$ cat config.mk
export PLATFORM = sky130hd
export DESIGN_NAME = io_out_serializer
export DESIGN_NICKNAME = d
export VERILOG_FILES = /design/src/rtl/io_out_serializer.sv
export SDC_FILE = /design/constraint.sdc
export NUM_CORES = 1
export LEC_CHECK = 0
export CORE_AREA = 4 4 308 310
export DETAILED_ROUTE_END_ITERATION = 10
export DIE_AREA = 0 0 312 314
export PLACE_DENSITY = 0.48
export RECOVER_POWER = 50
export SLEW_MARGIN = 20
export SYNTH_ARGS = -nofsm -noshare
export SYNTH_HDL_FRONTEND = slang
export SYNTH_SLANG_ARGS = --single-unit
export TNS_END_PERCENT = 5
$ cat constraint.sdc
create_clock -name clk -period 5.6 [get_ports clk]
set_clock_uncertainty 0.1 [all_clocks]
set_input_delay 1.12 -clock clk [delete_from_list [all_inputs] [get_ports clk]]
set_output_delay 1.12 -clock clk [all_outputs]
set_load 0.01 [all_outputs]
$ cat src/rtl/io_out_serializer.sv
// io_out_serializer: word FIFO feeding an 8-bit UART transmitter.
// Each word is sent as WORD_BYTES bytes, LSB byte first, 8N1 framing.
// Define IO_OUT_PARITY_EN to add an even-parity bit before the stop bit.
module io_out_serializer #(
  parameter int CLK_PER_BIT = 868,
  parameter int FIFO_DEPTH  = 16,
  parameter int WORD_BYTES  = 1
) (
  input  logic        clk,
  input  logic        rstn,
  input  logic [31:0] out_data,
  input  logic        out_req,
  output logic        full,
  output logic        busy,
  output logic        overflow,
  output logic        txd
);

  localparam int              AW        = $clog2(FIFO_DEPTH);
  localparam logic [AW:0]     DEPTH_CNT = (AW+1)'(FIFO_DEPTH);
  localparam logic [15:0]     BAUD_LAST = 16'(CLK_PER_BIT - 1);
  localparam logic [1:0]      LAST_BYTE = 2'(WORD_BYTES - 1);

  typedef enum logic [2:0] {IDLE, START, DATA, PARITY, STOP} state_t;

  logic [31:0]   mem [FIFO_DEPTH];
  logic [AW-1:0] wr_ptr;
  logic [AW-1:0] rd_ptr;
  logic [AW:0]   count;
  logic          empty;
  logic          push;
  logic          pop;

  state_t        state;
  state_t        state_n;
  logic [15:0]   baud_cnt;
  logic [15:0]   baud_n;
  logic [2:0]    bit_cnt;
  logic [2:0]    bit_n;
  logic [2:0]    next_bit;
  logic [1:0]    byte_idx;
  logic [1:0]    byte_n;
  logic [31:0]   word_reg;
  logic [31:0]   word_n;
  logic [7:0]    cur_byte;
  logic          bit_end;
  logic          txd_n;

  // Full/empty come from the occupancy before the edge, so a push while
  // full is dropped even if the serializer pops on the same edge.
  assign full     = (count == DEPTH_CNT);
  assign empty    = (count == '0);
  assign push     = out_req && !full;
  assign pop      = (state == IDLE) && !empty;
  assign busy     = !empty || (state != IDLE);
  assign cur_byte = word_reg[{byte_idx, 3'b000} +: 8];
  assign next_bit = bit_cnt + 3'd1;
  assign bit_end  = (baud_cnt == BAUD_LAST);

  // FIFO storage; contents need no reset since count gates every read
  always_ff @(posedge clk) begin
    if (push) mem[wr_ptr] <= out_data;
  end

  // FIFO pointers, occupancy and the sticky overflow flag
  always_ff @(posedge clk or negedge rstn) begin
    if (!rstn) begin
      wr_ptr   <= '0;
      rd_ptr   <= '0;
      count    <= '0;
      overflow <= 1'b0;
    end else begin
      if (push) wr_ptr <= wr_ptr + 1'b1;
      if (pop)  rd_ptr <= rd_ptr + 1'b1;
      if (push && !pop)      count <= count + 1'b1;
      else if (pop && !push) count <= count - 1'b1;
      if (out_req && full) overflow <= 1'b1;
    end
  end

  // Serializer registers; txd is registered so the line never glitches
  always_ff @(posedge clk or negedge rstn) begin
    if (!rstn) begin
      state    <= IDLE;
      baud_cnt <= '0;
      bit_cnt  <= '0;
      byte_idx <= '0;
      word_reg <= '0;
      txd      <= 1'b1;
    end else begin
      state    <= state_n;
      baud_cnt <= baud_n;
      bit_cnt  <= bit_n;
      byte_idx <= byte_n;
      word_reg <= word_n;
      txd      <= txd_n;
    end
  end

  // Next-state logic: the baud counter restarts at every bit boundary and
  // txd_n carries the value of the bit that begins on that edge
  always_comb begin
    state_n = state;
    baud_n  = baud_cnt + 16'd1;
    bit_n   = bit_cnt;
    byte_n  = byte_idx;
    word_n  = word_reg;
    txd_n   = txd;
    case (state)
      IDLE: begin
        baud_n = '0;
        txd_n  = 1'b1;
        if (!empty) begin
          word_n  = mem[rd_ptr];
          byte_n  = '0;
          bit_n   = '0;
          state_n = START;
          txd_n   = 1'b0;
        end
      end
      START: begin
        if (bit_end) begin
          baud_n  = '0;
          bit_n   = '0;
          state_n = DATA;
          txd_n   = cur_byte[0];
        end
      end
      DATA: begin
        if (bit_end) begin
          baud_n = '0;
          if (bit_cnt == 3'd7) begin
`ifdef IO_OUT_PARITY_EN
            state_n = PARITY;
            txd_n   = ^cur_byte;
`else
            state_n = STOP;
            txd_n   = 1'b1;
`endif
          end else begin
            bit_n = next_bit;
            txd_n = cur_byte[next_bit];
          end
        end
      end
      PARITY: begin
        if (bit_end) begin
          baud_n  = '0;
          state_n = STOP;
          txd_n   = 1'b1;
        end
      end
      STOP: begin
        if (bit_end) begin
          baud_n = '0;
          if (byte_idx != LAST_BYTE) begin
            byte_n  = byte_idx + 2'd1;
            bit_n   = '0;
            state_n = START;
            txd_n   = 1'b0;
          end else begin
            state_n = IDLE;
            txd_n   = 1'b1;
          end
        end
      end
      default: begin
        state_n = IDLE;
        txd_n   = 1'b1;
      end
    endcase
  end

endmodule
==> impl_metrics.py, run 1 <==
metrics = {
    "timing": {
        "fmax_ghz": 0.2697,
        "rsz0062_at_grt": "false",
        "worst-slew-pin-transition_ns": 1.076,
        "tns_ns": 0,
        "finalCritPeriodShare_pct": 66.21,
        "slew_headroom_pct": 28.25,
        "finalSetupViolations": 0,
        "hold_viol_final": 0,
        "layout_min_cycle_time_ns": 3.708,
        "slew_violations": 0,
    },
    "yosys": {
        "synthArstFlopShare_pct": 12.18,
        "yosysSeqAreaShare_pct": 75.12,
        "syn_area_um2": 22830,
        "syn_inst": 1035,
        "avgSynthCellArea_um2": 22.06,
        "synth_cell_types": 48,
        "synth_nets": 1084,
        "yosysWarnings": 0,
        "synth_ff_type": "edfxtp_1",
        "ys_seq_elements": 583,
        "synth_edf_count": 512,
    },
    "pwr": {
        "power_per_cell_area_nw_per_um2": 378.9,
        "p_leak_uw": 0.008517,
        "worst_ir_drop_vdd_mv": 0.2806,
    },
    "clock_tree": {
        "clkTransAtPathRegs_ns": 0.06,
        "clock-sinks": 583,
        "cts.repair.resized": 0,
        "root_buffer": "clkbuf_16",
        "post-cts-setup-buffers": 0,
        "clock_path_buffers": 3,
        "cts_buffers": 60,
        "hold_buffers": 0,
        "cts_tree": "yes",
        "htree_levels": 2,
        "insertion_delay_ns": 0.65,
    },
    "final_layout": {
        "layout-drive-gt1-share_pct": 29.60,
        "area_growth_pct": 17.48,
        "largest_register_ffs": 512,
        "layout_common_cells": "512 x edfxtp_1, 168 x mux4_2, 66 x dfrtp_1, 60 x clkbuf_16, 33 x mux2_2",
        "fillers": 8882,
        "final_common_cell": "edfxtp_1",
        "fin_nets": 1161,
        "finalInstanceArea_um2": 26820,
    },
    "critical_path": {
        "path_class": "flip-flop to primary output",
        "reg2reg_depth": 11,
        "cp-startpoint": "count[1]",
        "cp_max_fo": 4,
        "crit_path_start_kind": "flip-flop",
        "slowest_stage": "or4_1",
        "arrival_ns": 2.49,
        "cpPeakStageDelay_ns": 0.64,
        "crit_path_cell_trace": "or4_1 -> nor2_1 -> clkdlybuf4s50_1",
        "required_ns": 4.38,
        "end_kind": "primary output",
        "r2r_start": "count[1]",
    },
    "route": {
        "drtPass1Iterations": 5,
        "vias": 10476,
        "routed_wl_mm": 55.59,
        "wl_per_cell_um": 23.67,
        "via_per_inst": 4.460,
        "drt-initial-drc-count": 857,
        "drtAntennaViolNets": 0,
        "drc_errors": 0,
    },
    "worst_hold_path": {
        "min_path_type": "flip-flop to flip-flop",
        "holdPathStages": 1,
        "holdCritStartpoint": "overflow",
    },
    "placement": {
        "detailed_place_hpwl_mm": 34.95,
        "post_dp_cell_area_um2": 24800,
        "gp_congestion": 0.7274,
        "placement.io_buffers": 38,
    },
    "floorplanning": {
        "io_pins": 39,
        "rows": 111,
        "die_y_um": 314,
        "dieWidth_um": 312,
        "dieArea_um2": 97970,
        "core_area_um2": 91660,
        "initial_utilization_pct": 24.91,
    },
    "grt": {
        "antenna_found_initial": 7,
        "grt_max_degree": 72,
        "grt_pass1_vias": 11082,
        "grt_overflow_total": 0,
        "grt_usage_pct": 11.34,
        "grt_pass1_wl_mm": 80.97,
    },
    "run_status": {
        "status": "finished, final reports clean",
    },
    "job": {
        "drv_cap": 0,
    },
}
==> synthesized netlist by cell type (2+ instances only) <==
master / n / share of area, %
nand2_1: 18 / 0.30
xnor2_1: 13 / 0.50
nand3_1: 7 / 0.15
nor2_1: 41 / 0.67
and3_1: 3 / 0.082
and2_1: 3 / 0.082
nor4_1: 3 / 0.082
nand4_1: 5 / 0.14
edfxtp_1: 512 / 67
o21a_1: 2 / 0.066
nand2b_1: 5 / 0.14
buf_1: 9 / 0.15
dfrtp_1: 70 / 7.7
buf_6: 11 / 0.54
or3_1: 2 / 0.055
xor2_1: 12 / 0.46
a21o_1: 3 / 0.099
o2bb2ai_1: 3 / 0.12
clkbuf_1: 27 / 0.44
a21oi_1: 6 / 0.13
nor2b_1: 3 / 0.082
o21ai_0: 8 / 0.18
buf_2: 8 / 0.18
inv_1: 13 / 0.21
a22oi_1: 2 / 0.066
mux4_2: 168 / 17
nor3_1: 10 / 0.22
mux2i_1: 3 / 0.13
mux2_2: 33 / 1.6
ha_1: 13 / 0.71
mux2_1: 2 / 0.099
==> critical path: cells and delay by family (launching register included) <==
family | cells | cell delay [ns]
buffers and inverters | 1 | 0.58
flip-flops | 1 | 0.41
AND/OR/NAND/NOR | 2 | 0.89
==> cell families (layout without fill, tap and decap cells) <==
logic type	after synthesis	in the layout	synth area share, %
xor gates and xnor gates	25	25	0.9590
DFF	583	583	75.12
and+or+nand+nor	108	108	2.285
AOI/OAI and AO/OA	31	31	0.8823
buffers and inverters	68	195	1.523
muxes	206	206	18.43
other	0	1	0
adders and majority gates	14	14	0.8001
==> area by class of cell <==
type                    count  area [um^2]  area share [%]
clock buffers              71         1543           5.751
well taps                1186         1484           5.532
flip-flops and latches    583        17160           63.98
inverters                  13        48.80          0.1819
clock inverters            41        465.4           1.735
repair buffers             70        664.4           2.477
multi-input cells         384         5454           20.33
diodes                      1        2.502        0.009329
==> metrics by stage <==
stage | util (%) | instances | power (uW) | hold WS [ns] | setup slack [ns]
floorplan | - | 1035 | 5760 | 0.3544 | 1.150
global placement | 27.05 | 2235 | 6213 | 0.3425 | 1.849
detailed placement | 27.05 | 2235 | 6243 | 0.3555 | 1.832
CTS | 29.24 | 2347 | 10320 | 0.3693 | 1.853
global route | 29.26 | 2348 | 10590 | 0.3940 | 1.781
finish | 29.26 | 2349 | 10160 | 0.3632 | 1.892
==> power by group <==
| group | total [uW] | internal [uW] | switching (uW) |
|---|---|---|---|
| clock network | 4040 | 2340 | 1700 |
| logic | 852 | 282 | 570 |
| registers | 5270 | 5150 | 117 |
==> layer usage <==
layer,GRT usage (%),wire [um],vias up
met4,2.994,1132,0
met2,18.03,26530,243
met5,0,0,-
met3,2.205,2888,67
met1,16.01,25040,5725
li1,-,-,4441
==> path summary, 6_finish.rpt <==
path / to / slack (ns)
worst max-delay path: full / 1.89
worst min-delay path: overflow / 0.36
worst max register to register: count[4] / 2.09
worst min register to register: overflow / 0.36
max in group asynchronous: rd_ptr[0] / 4.13
min in group asynchronous: state[2] / 0.53
Note: power is estimated with default switching activity, not from simulation.
==> run 2: changes to the inputs <==
==> constraint.sdc (replaced) <==
create_clock -name clk -period 3.5 [get_ports clk]
set_clock_uncertainty 0.1 [all_clocks]
set_input_delay 0.7 -clock clk [delete_from_list [all_inputs] [get_ports clk]]
set_output_delay 0.7 -clock clk [all_outputs]
set_load 0.01 [all_outputs]
==> impl_metrics.py, run 2 (synthesized netlist as in run 1, its figures left out) <==
metrics = {
    "run_status": {
        "status": "finished, final reports clean",
    },
    "timing": {
        "hold_viol_final": 0,
        "finalCritPeriodShare_pct": 92.80,
        "fmax_ghz": 0.3079,
        "layout_min_cycle_time_ns": 3.248,
        "worst-slew-pin-transition_ns": 1.396,
        "finalWorstSetupSlack_ns": 0.2520,
        "rsz0062_at_grt": "false",
        "finalSetupViolations": 0,
        "slew_violations": 0,
        "tns_ns": 0,
        "slew_headroom_pct": 6.941,
    },
    "critical_path": {
        "arrival_ns": 2.45,
        "required_ns": 2.70,
        "path_class": "flip-flop to primary output",
        "end_kind": "primary output",
        "crit_path_start_kind": "flip-flop",
        "reg2reg_depth": 11,
        "r2r_end": "count[4]",
        "rrSetupSlack_ns": 0.39,
        "cp_max_fo": 4,
        "r2r_start": "count[1]",
    },
    "floorplanning": {
        "dieArea_um2": 97970,
        "dieWidth_um": 312,
        "die_y_um": 314,
        "core_area_um2": 91660,
        "initial_utilization_pct": 24.91,
        "io_pins": 39,
        "rows": 111,
    },
    "grt": {
        "grt_pass1_wl_mm": 78.59,
        "grt_pass1_vias": 11299,
        "grt_max_degree": 86,
        "antenna_found_initial": 4,
        "grt_usage_pct": 10.84,
        "grt_overflow_total": 0,
    },
    "route": {
        "wl_per_cell_um": 22.15,
        "drc_errors": 0,
        "via_per_inst": 4.412,
        "drtAntennaViolNets": 0,
        "routed_wl_mm": 52.65,
        "vias": 10488,
        "drt-initial-drc-count": 711,
        "drtPass1Iterations": 5,
    },
    "final_layout": {
        "layout_common_cells": "512 x edfxtp_1, 168 x mux4_2, 68 x clkbuf_16, 66 x dfrtp_1",
        "layout-drive-gt1-share_pct": 30.56,
        "fillers": 8903,
        "final_common_cell": "edfxtp_1",
        "final_util_pct": 29.72,
        "fin_nets": 1183,
        "largest_register_ffs": 512,
        "area_growth_pct": 19.31,
    },
    "clock_tree": {
        "cts_tree": "yes",
        "insertion_delay_ns": 0.60,
        "clkTransAtPathRegs_ns": 0.06,
        "clock_path_buffers": 3,
        "cts_buffers": 67,
        "htree_levels": 3,
        "root_buffer": "clkbuf_16",
        "clock-sinks": 583,
        "cts.repair.resized": 0,
        "post-cts-setup-buffers": 0,
    },
    "placement": {
        "detailed_place_hpwl_mm": 30.88,
        "place_ws_ns": 0.3298,
        "placement.io_buffers": 38,
        "gp_congestion": 0.6975,
    },
    "worst_hold_path": {
        "min_path_type": "flip-flop to flip-flop",
        "holdPathStages": 1,
        "worst_hold_path.endpoint": "overflow",
        "holdCritStartpoint": "overflow",
    },
    "pwr": {
        "power_per_cell_area_nw_per_um2": 613.0,
        "worst_ir_drop_vdd_mv": 0.3322,
        "p_leak_uw": 0.008698,
    },
    "job": {
        "drv_cap": 0,
    },
}
[run 2: per-layer routing]
metal	wire length [um]	vias to the layer above	part of all wire (%)	global-route usage, %
met3	2040	80	3.9	2.008
met4	1264	0	2.4	3.151
met2	25350	205	48	17.64
li1	-	4489	-	-
met5	0	-	0	0
met1	23990	5714	46	14.88
[run 2: timing repair]
action / CTS / global route
hold buffers: 0 / 1
endpoints found under the setup margin: 0 / 0
hold endpoints to repair: 0 / 21
[run 2: cell type report]
type	count	area, um^2	share of cell area (%)
clock inverters	32	361.6	1.327
flip-flops and latches	583	17160	63.00
multi-input cells	384	5460	20.04
well taps	1186	1484	5.447
clock buffers	91	1808	6.637
diodes	3	7.507	0.02756
repair buffers	85	908.4	3.335
inverters	13	48.80	0.1791
[run 2: through the flow]
step           cells  total power, uW  cell area [um^2]  hold WS (ns)
3_5_place_dp    2249            10010             25030        0.3461
3_3_place_gp    2249             9957             25030        0.3399
2_1_floorplan   1035             9218             22840        0.3044
4_1_cts         2372            16970             27200        0.1445
5_1_grt         2374            17350             27230        0.3830
6_report        2377            16700             27240        0.3555
[run 2: worst max path at each step]
stage | from | slack (ns) | end
floorplan | out_req | -0.50 | mem[0][0]
global placement | out_req | 0.31 | count[4]
detailed placement | out_req | 0.33 | count[4]
CTS | count[1] | 0.19 | busy
global route | count[1] | 0.10 | busy
finish | count[1] | 0.25 | busy
[run 2: critical path, cell delays in order (launching register included)]
cell,delay (ns)
dfrtp_1,0.41
or4_1,0.64
nor2_1,0.21
nand2_1,0.09
clkdlybuf4s50_1,0.50
[run 2: power breakdown]
part | switching (uW) | total (uW) | internal [uW]
clock | 2830 | 6880 | 4050
sequential | 183 | 8420 | 8240
combinational | 910 | 1400 | 487
